--- src/rtl/kpn_pkg.sv ---
// Shared definitions for KPN process nodes: token width default, FSM encoding, token type.
`default_nettype none

package kpn_pkg;

    localparam int BITS_NUMBER_DEF = 16;
    localparam int COUNT_BITS_DEF  = 16;

    localparam logic ST_READ  = 1'b0;
    localparam logic ST_WRITE = 1'b1;

    typedef enum logic {
        S_READ  = ST_READ,
        S_WRITE = ST_WRITE
    } state_e;

    typedef logic [BITS_NUMBER_DEF-1:0] token_t;

endpackage

`default_nettype wire

--- src/rtl/kpn_adder_process_if.sv ---
// Queue-side bundle of the adder process: two show-ahead input queues, one output queue, status.
`default_nettype none

interface kpn_adder_process_if #(
    parameter int BITS_NUMBER = 16,
    parameter int COUNT_BITS  = 16
) ();

    logic [BITS_NUMBER-1:0] entry_1;
    logic [BITS_NUMBER-1:0] entry_2;
    logic                   empty_1;
    logic                   empty_2;
    logic                   rd_1;
    logic                   rd_2;
    logic                   full_out;
    logic [BITS_NUMBER-1:0] output_1;
    logic                   wr_1;
    logic [COUNT_BITS-1:0]  tokens_count;
    logic                   busy;

    // master: the queue environment around the process
    modport master (
        output entry_1, entry_2, empty_1, empty_2, full_out,
        input  rd_1, rd_2, output_1, wr_1, tokens_count, busy
    );

    // slave: the adder process itself
    modport slave (
        input  entry_1, entry_2, empty_1, empty_2, full_out,
        output rd_1, rd_2, output_1, wr_1, tokens_count, busy
    );

endinterface

`default_nettype wire

--- src/rtl/kpn_adder_process.sv ---
// Kahn process node: pops one token from each input queue, pushes their modular sum downstream.
`default_nettype none

module kpn_adder_process
    import kpn_pkg::*;
#(
    parameter int BITS_NUMBER = BITS_NUMBER_DEF,
    parameter int COUNT_BITS  = COUNT_BITS_DEF
) (
    input  logic               clk,
    input  logic               reset_n,
    kpn_adder_process_if.slave bus
);

    state_e                 state_q, state_d;
    logic [BITS_NUMBER-1:0] sum_q, sum_d;
    logic [COUNT_BITS-1:0]  count_q, count_d;
    logic                   rd_d;
    logic                   wr_d;
    logic                   busy_d;

    always_ff @(posedge clk or negedge reset_n) begin
        if (!reset_n) begin
            state_q <= S_READ;
            sum_q   <= '0;
            count_q <= '0;
        end else begin
            state_q <= state_d;
            sum_q   <= sum_d;
            count_q <= count_d;
        end
    end

    // reset_n gates the pop strobe so nothing is popped while reset is held
    always_comb begin
        state_d = state_q;
        sum_d   = sum_q;
        count_d = count_q;
        rd_d    = 1'b0;
        wr_d    = 1'b0;
        busy_d  = 1'b0;
        case (state_q)
            S_READ: begin
                if (reset_n && !bus.empty_1 && !bus.empty_2) begin
                    rd_d    = 1'b1;
                    sum_d   = bus.entry_1 + bus.entry_2;
                    state_d = S_WRITE;
                end
            end
            S_WRITE: begin
                busy_d = 1'b1;
                if (!bus.full_out) begin
                    wr_d    = 1'b1;
                    count_d = count_q + COUNT_BITS'(1);
                    state_d = S_READ;
                end
            end
            default: state_d = S_READ;
        endcase
    end

    assign bus.rd_1         = rd_d;
    assign bus.rd_2         = rd_d;
    assign bus.wr_1         = wr_d;
    assign bus.busy         = busy_d;
    assign bus.output_1     = sum_q;
    assign bus.tokens_count = count_q;

endmodule

`default_nettype wire

--- src/flat_wrapper.sv ---
// flat-port wrapper written by rule: the top's interface ports become plain ports
module kpn_adder_process_flat import kpn_pkg::*;
#(
    parameter int BITS_NUMBER = BITS_NUMBER_DEF,
    parameter int COUNT_BITS  = COUNT_BITS_DEF
)
  (clk, reset_n, bus_entry_1, bus_entry_2, bus_empty_1, bus_empty_2, bus_full_out, bus_rd_1, bus_rd_2, bus_output_1, bus_wr_1, bus_tokens_count, bus_busy);
  kpn_adder_process_if #(.BITS_NUMBER(BITS_NUMBER), .COUNT_BITS(COUNT_BITS)) bus_i ();
  input  logic clk;
  input  logic reset_n;
  input wire logic [$bits(bus_i.entry_1)-1:0] bus_entry_1;
  input wire logic [$bits(bus_i.entry_2)-1:0] bus_entry_2;
  input wire logic [$bits(bus_i.empty_1)-1:0] bus_empty_1;
  input wire logic [$bits(bus_i.empty_2)-1:0] bus_empty_2;
  input wire logic [$bits(bus_i.full_out)-1:0] bus_full_out;
  output wire logic [$bits(bus_i.rd_1)-1:0] bus_rd_1;
  output wire logic [$bits(bus_i.rd_2)-1:0] bus_rd_2;
  output wire logic [$bits(bus_i.output_1)-1:0] bus_output_1;
  output wire logic [$bits(bus_i.wr_1)-1:0] bus_wr_1;
  output wire logic [$bits(bus_i.tokens_count)-1:0] bus_tokens_count;
  output wire logic [$bits(bus_i.busy)-1:0] bus_busy;
  assign bus_i.entry_1 = bus_entry_1;
  assign bus_i.entry_2 = bus_entry_2;
  assign bus_i.empty_1 = bus_empty_1;
  assign bus_i.empty_2 = bus_empty_2;
  assign bus_i.full_out = bus_full_out;
  assign bus_rd_1 = bus_i.rd_1;
  assign bus_rd_2 = bus_i.rd_2;
  assign bus_output_1 = bus_i.output_1;
  assign bus_wr_1 = bus_i.wr_1;
  assign bus_tokens_count = bus_i.tokens_count;
  assign bus_busy = bus_i.busy;
  kpn_adder_process #(.BITS_NUMBER(BITS_NUMBER), .COUNT_BITS(COUNT_BITS)) u_core (.clk(clk), .reset_n(reset_n), .bus(bus_i));
endmodule
--- config.mk ---
export PLATFORM = sky130hd
export DESIGN_NAME = kpn_adder_process_flat
export DESIGN_NICKNAME = d
export VERILOG_FILES = /design/src/rtl/kpn_pkg.sv /design/src/rtl/kpn_adder_process_if.sv /design/src/rtl/kpn_adder_process.sv /design/src/flat_wrapper.sv
export SDC_FILE = /design/constraint.sdc
export NUM_CORES = 1
export LEC_CHECK = 0
export BUFFER_PORTS_ARGS = -buffer_cell sky130_fd_sc_hd__buf_2
export CELL_PAD_IN_SITES_DETAIL_PLACEMENT = 0
export CELL_PAD_IN_SITES_GLOBAL_PLACEMENT = 1
export CORE_MARGIN = 2
export CORE_UTILIZATION = 30
export DETAILED_ROUTE_END_ITERATION = 16
export PLACE_DENSITY = 0.71
export SYNTH_ARGS = -nofsm -noshare
export SYNTH_HDL_FRONTEND = slang
export SYNTH_SLANG_ARGS = --single-unit
--- constraint.sdc ---
create_clock -name clk -period 1.7 [get_ports clk]
set_input_delay 0.17 -clock clk [delete_from_list [all_inputs] [get_ports clk]]
set_output_delay 0.17 -clock clk [all_outputs]
set_load 0.03 [all_outputs]
==> impl_results.md <==
- Status: finished clean
- Sw Share: 38.6%
- Seq pwr share: 37.3%
- Post-synthesis cell type count: 48
- CTS Sinks: 33
- Top post-synthesis cells by count: 41 x nand2_1, 33 x dfrtp_1, 19 x xnor2_1, 16 x ha_1, 14 x o21ai_0
- Share of cells above drive strength 1: about 42%
- Net Switching: 0.00109 W
- Routed wl met3: roughly 330 um
- Power share of the clock group: 21.2%
- Tcrit/Tclk final: ~97%
- Gate power share: 41.5%
- Crit. End Element: output pin
- Pins Over Slew Limit: 0
- Final hold viol count: 0
- Hold slack: 0.115 ns
- Die area: between 7000 and 8000 sq um
- Ports: 73
- Tot Pwr: 0.00282 W
- Post-Route WL: about 5500 um
- Maximum VDD drop: 248 uV
- Post-route ant nets: 0
- Initial antenna violation count: 0
- DR iter-0 viols: 67
- Register area share after synthesis: 38.9%
- CP Launch Type: register
- CTS HTree Levels: 2
- Max clock buf depth: 2
- Max Freq: roughly 0.6 GHz
- Via total after detailed routing: between 2000 and 2500
- Fin area: 3100 sq um
- CTS Buf Count: 5
- Cell taking the most area after synthesis: dfrtp_1
- Largest net degree at the start of global routing: 34
- Clock transition at the registers of the reported paths: around 0.07 ns
- WP data required: 1.53 ns
- Routed vias/inst: around 4.7
- Die height: 88.1 um
- Synth top area share: 38.9%
- Synthesized cell area: 2120 sq um
- Buffers on Ports: 72
- Core area: 6830 sq um
- Area Growth Syn to Fin: 46.2%
- Hold crit path type: in -> reg
- Unrepaired setup endpoints after global routing: true
- Slew HR: about two thirds
- P per Cell Area: 911 nW/um^2
- Nets: 402
- Synthesis-stage register bit count: 33
- Aggregate global routing overflow: 0
- Router iterations before antenna repair: 4
- Most common cell in the netlist: nand2_1
- Vias in the first global route: 2056
- Die extent in x: 88.1 um
- Post-Syn Nets: 281
- Post-synth top flop: dfrtp_1
- Static Leak: 1.52 nW
- WL per Instance: ~12 um
- Fin crit period: 1.65 ns
- Critical path peak fanout: 7
- Max layer used: met4
- Max-cap viol count: 0
- CTS tree: done
- Metal-1 WL: between 2000 and 3000 um
- Starting density of the core: between 30% and 40%
- Dominant cells by area after synthesis: dfrtp_1 39%, ha_1 9.4%, xnor2_1 7.8%, nand2_1 7.3%, o21ai_0 3.3%
- Routability cong.: 0.841
- Antenna Cells: 0
- Detailed Place HPWL: 4410 um
- Crit Path Class: reg -> out
- First-pass GRT wire length: 9230 um
- Clock skew: 0.00618 ns
- Critical Path AT: 1.48 ns
- Int Power: 0.00173 W
- Routed wl met2: about 2500 um
- Post-Syn Instances: 227
- Mean area per synthesized cell: 9.34 sq um
- GRT Total Usage: 15.1%
- Worst slew pin tran: 0.490 ns
- Placement Cell Area: a little under 3000 sq um
- DRC Markers: 0
- Row count: 30
- Yosys warning total: 0
- Setup TNS: 0 ns
- CTS Root Cell: clkbuf_8
- Async set-reset flop share out of synthesis: 100%
- EDFF count, synth: 0
- Worst-skew pair later-pin latency: 0.28 ns
- Setup Viol. Count Final: 0
==> flip-flops by register name (all words and copies together), names as in the netlist <==
| register | count |
|---|---|
| u_core.bus.tokens_count | 16 |
| u_core.bus.output_1 | 16 |
| u_core.state_q | 1 |
==> layer usage <==
layer	track usage (%)	vias up
met5	0	-
met4	6.06	0
met3	3.02	8
met2	25.3	66
met1	19.1	941
li1	-	1058
==> worst max-delay path, stage by stage, from the launching register on <==
cell     delay, ns
dfrtp_2       0.40
or4b_4        0.56
inv_8         0.11
buf_6         0.13
==> stage by stage <==
| stage | setup slack [ns] | util (%) | std cells |
|---|---|---|---|
| 2_1_floorplan | -0.0334 | - | 227 |
| 3_3_place_gp | -0.179 | 43.0 | 433 |
| 3_5_place_dp | -0.204 | 43.0 | 433 |
| 4_1_cts | -0.000986 | 45.5 | 446 |
| 6_report | 0.0508 | 45.4 | 445 |
| 5_1_grt | -0.00677 | 45.4 | 445 |
==> power groups by stage <==
stage | registers [W] | clock network [W] | logic, W
after floorplan | 0.00135 | 0 | 0.000403
after global placement | 0.00106 | 0 | 0.00114
after detailed placement | 0.00107 | 0 | 0.00115
after CTS | 0.00106 | 0.000619 | 0.00118
after global routing | 0.00108 | 0.000651 | 0.00128
final | 0.00105 | 0.000597 | 0.00117
==> final cells by class <==
| cell class | count | area, sq um |
|---|---|---|
| multi-input combinational | 181 | 1270 |
| clock buffer | 8 | 90.1 |
| sequential | 33 | 827 |
| timing repair buffer | 124 | 773 |
| fill | 708 | 3730 |
| tap | 96 | 120 |
| inverter | 3 | 18.8 |
==> cell families after synthesis <==
| family | count (synthesis) | share of synthesized area (%) |
|---|---|---|
| DFF | 33 | 38.9 |
| xor gates and xnor gates | 22 | 9.09 |
| and+or+nand+nor | 91 | 21.5 |
| AOI/OAI and AO/OA | 50 | 16.5 |
| adders and majority gates | 17 | 10.4 |
| buffers and inverters | 13 | 3.07 |
| muxes | 1 | 0.531 |
==> layout by cell type (no fill, tap or decap), types with 5 or more instances in the layout <==
cell type and n:
clkbuf_8 6, nor2_1 8, xnor2_1 19, nand2_1 41, ha_1 15, nand4_1 6
dfrtp_1 32, buf_4 49, a21oi_1 10, o21ai_0 12, o21a_1 5, nand3_1 11
nor3_1 5, buf_2 70
==> path summary, 6_finish.rpt <==
path,startpoint,end,slack [ns],depth (start not counted)
hold / removal,bus_full_out,u_core.state_q$_DFF_PN0_,0.12,3
min in group asynchronous,reset_n,u_core.bus.tokens_count[5]$_DFFE_PN0P_,0.48,3
setup / recovery,u_core.state_q$_DFF_PN0_,bus_rd_1,0.05,3
max in group asynchronous,reset_n,u_core.state_q$_DFF_PN0_,0.90,3
setup reg to reg,u_core.state_q$_DFF_PN0_,u_core.bus.output_1[7]$_DFFE_PN0P_,0.06,5
hold reg to reg,u_core.bus.tokens_count[15]$_DFFE_PN0P_,u_core.bus.tokens_count[15]$_DFFE_PN0P_,0.47,1
==> timing repair <==
action,4_1_cts,5_1_grt
endpoints found under the hold margin,33,0
pin swaps,1,0
setup endpoints to repair,3,7
setup buffers,4,0
gates resized for setup,11,3
hold buffers,1,0
Note: power is estimated with default switching activity, not from simulation.
